`config.mk`:
```
export PLATFORM = sky130hd
export DESIGN_NAME = mem_bus_arbiter
export DESIGN_NICKNAME = d
export VERILOG_FILES = /design/src/rtl/mem_bus_arbiter.sv
export SDC_FILE = /design/constraint.sdc
export NUM_CORES = 1
export LEC_CHECK = 0
export CAP_MARGIN = 40
export CORE_MARGIN = 4
export CORE_UTILIZATION = 44
export CTS_CLUSTER_SIZE = 25
export DETAILED_ROUTE_END_ITERATION = 10
export PLACE_DENSITY = 0.95
export SETUP_SLACK_MARGIN = 0.5
export SLEW_MARGIN = 20
export SYNTH_ARGS = -nofsm -noshare
export SYNTH_HDL_FRONTEND = slang
export SYNTH_SLANG_ARGS = --single-unit
export TNS_END_PERCENT = 1
```
`constraint.sdc`:
```
create_clock -name clk -period 2.9 [get_ports clk]
set_input_delay 0.29 -clock clk [delete_from_list [all_inputs] [get_ports clk]]
set_output_delay 0.29 -clock clk [all_outputs]
set_load 0.01 [all_outputs]
```
`src/rtl/mem_bus_arbiter.sv`:
```
`default_nettype none
// ============================================================================
// mem_bus_arbiter : round-robin arbiter/sequencer sharing one memory port
//                   between cache A and cache B, with sticky error reporting.
//                   Optional WAIT timeout enabled by macro MEMBUS_TIMEOUT_EN.
// Revision        : 1.0
// ============================================================================
module mem_bus_arbiter #(
   parameter int ADDR_W  = 16,
   parameter int WORD_W  = 16,
   parameter int TIMEOUT = 255
) (
   input  logic              clk,
   input  logic              reset,
   input  logic [1:0]        rwFromCacheA,
   input  logic [ADDR_W-1:0] addrFromCacheA,
   input  logic [WORD_W-1:0] dataFromCacheA,
   output logic [WORD_W-1:0] dataToCacheA,
   output logic              grantToCacheA,
   output logic              doneToCacheA,
   input  logic [1:0]        rwFromCacheB,
   input  logic [ADDR_W-1:0] addrFromCacheB,
   input  logic [WORD_W-1:0] dataFromCacheB,
   output logic [WORD_W-1:0] dataToCacheB,
   output logic              grantToCacheB,
   output logic              doneToCacheB,
   output logic              memReq,
   output logic              memWe,
   output logic [ADDR_W-1:0] memAddr,
   output logic [WORD_W-1:0] memWdata,
   input  logic [WORD_W-1:0] memRdata,
   input  logic              memAck,
   output logic [1:0]        errReg
);

   typedef enum logic [1:0] {
      S_IDLE  = 2'd0,
      S_ISSUE = 2'd1,
      S_WAIT  = 2'd2,
      S_DONE  = 2'd3
   } state_t;

   localparam logic [1:0] c_RW_RD   = 2'd1;
   localparam logic [1:0] c_RW_WT   = 2'd2;
   localparam logic [1:0] c_RW_BAD  = 2'd3;
   localparam logic [1:0] c_ERR_CMD = 2'd2;
   localparam logic [1:0] c_ERR_ACK = 2'd3;

   state_t r_state;
   logic   r_ownerB;   // 1 = cache B owns the current transaction
   logic   r_lastB;    // 1 = cache B was served last
   logic   r_isWr;

`ifdef MEMBUS_TIMEOUT_EN
   localparam logic [1:0] c_ERR_TO  = 2'd1;
   localparam logic [7:0] c_TO_LAST = 8'(TIMEOUT - 1);
   logic [7:0] r_toCnt;
`endif

   logic              w_reqA, w_reqB, w_badCmd, w_selB;
   logic [1:0]        w_selRw;
   logic [ADDR_W-1:0] w_selAddr;
   logic [WORD_W-1:0] w_selData;

   assign w_reqA    = (rwFromCacheA == c_RW_RD) || (rwFromCacheA == c_RW_WT);
   assign w_reqB    = (rwFromCacheB == c_RW_RD) || (rwFromCacheB == c_RW_WT);
   assign w_badCmd  = (rwFromCacheA == c_RW_BAD) || (rwFromCacheB == c_RW_BAD);
   // On a tie the cache that was not served last wins
   assign w_selB    = w_reqB && (!w_reqA || !r_lastB);
   assign w_selRw   = w_selB ? rwFromCacheB   : rwFromCacheA;
   assign w_selAddr = w_selB ? addrFromCacheB : addrFromCacheA;
   assign w_selData = w_selB ? dataFromCacheB : dataFromCacheA;

   always_ff @(posedge clk) begin
      if (reset) begin
         r_state       <= S_IDLE;
         r_ownerB      <= 1'b0;
         r_lastB       <= 1'b1;
         r_isWr        <= 1'b0;
         memReq        <= 1'b0;
         memWe         <= 1'b0;
         memAddr       <= '0;
         memWdata      <= '0;
         grantToCacheA <= 1'b0;
         grantToCacheB <= 1'b0;
         doneToCacheA  <= 1'b0;
         doneToCacheB  <= 1'b0;
         dataToCacheA  <= '0;
         dataToCacheB  <= '0;
         errReg        <= '0;
`ifdef MEMBUS_TIMEOUT_EN
         r_toCnt       <= '0;
`endif
      end else begin
         case (r_state)
            S_IDLE: begin
               if (w_badCmd) errReg <= c_ERR_CMD;
               if (memAck)   errReg <= c_ERR_ACK;
               if (w_reqA || w_reqB) begin
                  r_ownerB      <= w_selB;
                  r_isWr        <= (w_selRw == c_RW_WT);
                  memWe         <= (w_selRw == c_RW_WT);
                  memAddr       <= w_selAddr;
                  memWdata      <= w_selData;
                  memReq        <= 1'b1;
                  grantToCacheA <= !w_selB;
                  grantToCacheB <= w_selB;
                  r_state       <= S_ISSUE;
               end
            end
            S_ISSUE: begin
               memReq  <= 1'b0;
               memWe   <= 1'b0;
               if (memAck) errReg <= c_ERR_ACK;
`ifdef MEMBUS_TIMEOUT_EN
               r_toCnt <= '0;
`endif
               r_state <= S_WAIT;
            end
            S_WAIT: begin
               if (memAck) begin
                  if (!r_isWr) begin
                     if (r_ownerB) dataToCacheB <= memRdata;
                     else          dataToCacheA <= memRdata;
                  end
                  r_lastB      <= r_ownerB;
                  doneToCacheA <= !r_ownerB;
                  doneToCacheB <= r_ownerB;
                  r_state      <= S_DONE;
               end
`ifdef MEMBUS_TIMEOUT_EN
               // Abort on the TIMEOUT-th consecutive WAIT cycle without an ack
               else if (r_toCnt == c_TO_LAST) begin
                  if (!r_isWr) begin
                     if (r_ownerB) dataToCacheB <= '1;
                     else          dataToCacheA <= '1;
                  end
                  errReg       <= c_ERR_TO;
                  r_lastB      <= r_ownerB;
                  doneToCacheA <= !r_ownerB;
                  doneToCacheB <= r_ownerB;
                  r_state      <= S_DONE;
               end else begin
                  r_toCnt <= r_toCnt + 8'd1;
               end
`endif
            end
            S_DONE: begin
               if (memAck) errReg <= c_ERR_ACK;
               doneToCacheA  <= 1'b0;
               doneToCacheB  <= 1'b0;
               grantToCacheA <= 1'b0;
               grantToCacheB <= 1'b0;
               r_state       <= S_IDLE;
            end
            default: r_state <= S_IDLE;
         endcase
      end
   end

endmodule
`default_nettype wire

```
==> results.md <==
* Outcome: complete, no violations
* Nets at 634
* Crit path DAT at 2380 ps
* Maximum fanout along the worst path at 16
* Slowest-stage cell, CP: nand4bb_1
* Avg WL per Cell at 17.2 um
* Pin count of the biggest net entering global routing at 66
* IO Pins at 159
* Final worst clock skew at 14.9 ps
* Postcts setup bufs at 0
* Gate power share at 41.7%
* Area occupied by multi-input gates at 1570 um2
* Initial antenna violation count at 0
* Core Area at 7290 um2
* Via Count at 3477
* CP Launch Type: register
* Top cell type's share of synthesized area at 46.5%
* Layout fillers at 532
* Clock Power Share at 22.4%
* Fmax at 0.464 GHz
* Layout cells sized above 1 at 6.79%
* Clock period minus final worst setup slack at 2160 ps
* Die width at 94.8 um
* Clock tree sinks at 77
* DP HPWL at 7.87 mm
* Prevailing post-synth register cell: dfxtp_1
* Port-buffer cells at 158
* CP top delay family: simple AND/OR/NAND/NOR gates
* Cell-internal power at 2610 uW
* Number of synthesized register bits at 77
* Yosys top cell by area: dfxtp_1
* Storage cell area at 1540 um2
* Sequential share of the synthesized area at 46.5%
* Slew HR at 46.7%
* Site Rows at 31
* Non-filler instance count after layout at 644
* Max Cap Viol at 0
* Net load switching power at 1420 uW
* H-tree levels at 3
* CTS tree: built
* Die height at 94.8 um
* Final setup fails at 0
* Cell variety after synth at 40
* Worst-path cell chain: inv_1 > ha_1 > nand4bb_1 > nand2_1 > a21oi_1
* Via density at 5.40
* CP Buf/Inv Count at 1
* Cts bufs inserted at 9
* Pwr Density at 790 nW/um2
* Placer Congestion at 0.816
* Final period util at 74.4%
* Sequential share of power at 36.0%
* Critical path endpoint category: register
* Switching Share at 35.2%
* Synth-to-Final Area Change at 53.8%
* Die ar. at 8980 um2
* Post-synth EDFFs at 0
* Net count after synthesis at 493
* Syn Area/Cell at 8.30 um2
* Vias in the first global route at 3423
* CP required at 3120 ps
* Post-route DRC at 0
* Total track usage at 23.5%
* Final slew viol count at 0
* Yosys warnings at 0
* CTS max path bufs at 2
* DRT Pass-1 Iters at 5
* Total placed cells including tap cells at 628
* Largest stage delay, worst path at 720 ps
* Gr ovfl total at 0
* Hold_buf cts at 0
* Diodes inserted at 0
* Worst-Margin Slew at 795 ps
* Util after Layout at 69.9%
* RSZ-0062 raised after global routing: false
* Post-Route WL at 11.1 mm
* Hold Slack at 434 ps
* Post-synth top cells: nand2_1, dfxtp_1, a21oi_1, nor2_1, a311oi_1
* Most common cell in the netlist: nand2_1
* Cell count after synthesis at 399
* Hold Crit Class: input port to register
* Clock root buffer: clkbuf_8
* Initial Util at 45.4%
* CTS resizes at 0
* Final ANT Viol Nets at 0
* Mapped cell area at 3310 um2
* Lkg Pwr at 0.00184 uW
* Iteration-0 DRC Markers at 214
* CTS clk-pin slew, worst paths at 80 ps
* Global-route wire length before repair at 16.5 mm
* Worst-Skew Late Latency at 350 ps
* Synth area leaders: dfxtp_1, nand2_1, a21oi_1, a311oi_1, a311oi_2
* Worst VDD drop at 465 uV
* Setup_tns at 0 ps
* Crit Path Category: register to register
* Ys async rst share at 0%
* Final hold violations at 0
registers in the layout, indices dropped and copies added, names as in the netlist:
signal,count
dataToCacheA,16
memReq,1
doneToCacheB,1
memAddr,16
r_ownerB,1
memWe,1
r_lastB,1
grantToCacheA,1
dataToCacheB,16
errReg,2
grantToCacheB,1
doneToCacheA,1
memWdata,16
r_isWr,1
r_state,2
kinds of logic after synthesis:
family	Yosys count	synth area share, %
AO/OA/AOI/OAI	87	19.9
flip-flops	77	46.5
multiplexers	2	0.642
AND/OR/NAND/NOR	190	24.0
adder cells (fa/ha/maj)	7	2.64
buffers and inverters	36	6.27
metal layers:
metal	global-route usage (%)	up-vias	wire [um]
li1	-	1636	-
met1	24.8	1629	4140
met2	42.5	186	5620
met3	7.81	26	1120
met4	9.86	0	222
met5	0	-	0
cell usage in the layout, fill, tap and decap left out, types with 3 or more instances in the layout:
cell and n:
dfxtp_1 77, nand2_1 131, nand4b_1 3, clkbuf_8 9
a21oi_1 40, a311oi_2 10, ha_1 7, o21ai_0 5
a311oi_1 22, clkdlybuf4s50_1 157, inv_1 3, nor2_1 37
nor2b_1 3, buf_4 4
power by group through the flow:
stage | combinational (uW) | sequential (uW) | clock, uW
final | 1680 | 1450 | 901
after floorplan | 846 | 1550 | 0
after CTS | 1680 | 1440 | 913
after global placement | 1590 | 1450 | 0
after global routing | 1810 | 1470 | 956
after detailed placement | 1650 | 1460 | 0
final timing paths:
kind | from | endpoint | slack (ps) | cells after the start
max | r_state[0]$_SDFFE_PP0P_ | dataToCacheA[5]$_SDFFE_PP0P_ | 740 | 5
min | reset | r_ownerB$_SDFFE_PP0P_ | 430 | 2
max reg2reg | r_state[0]$_SDFFE_PP0P_ | dataToCacheA[5]$_SDFFE_PP0P_ | 740 | 5
min reg2reg | dataToCacheB[2]$_SDFFE_PP0P_ | dataToCacheB[2]$_SDFFE_PP0P_ | 460 | 2
final cells by class:
| type | instances | area share [%] |
|---|---|---|
| sequential | 77 | 30.3 |
| multi-input combinational | 286 | 30.8 |
| clock inverter | 7 | 1.92 |
| clock buffer | 9 | 2.43 |
| tap | 99 | 2.43 |
| inverter | 3 | 0.221 |
| timing repair buffer | 163 | 31.9 |
stage by stage:
step	cell area, um2	setup slack [ps]	total power [uW]
6_report	5090	743	4020
5_1_grt	5090	583	4240
4_1_cts	5090	802	4040
3_5_place_dp	4870	474	3120
3_3_place_gp	4870	655	3030
2_1_floorplan	3310	1320	2390
Note: power is estimated with default switching activity, not from simulation.
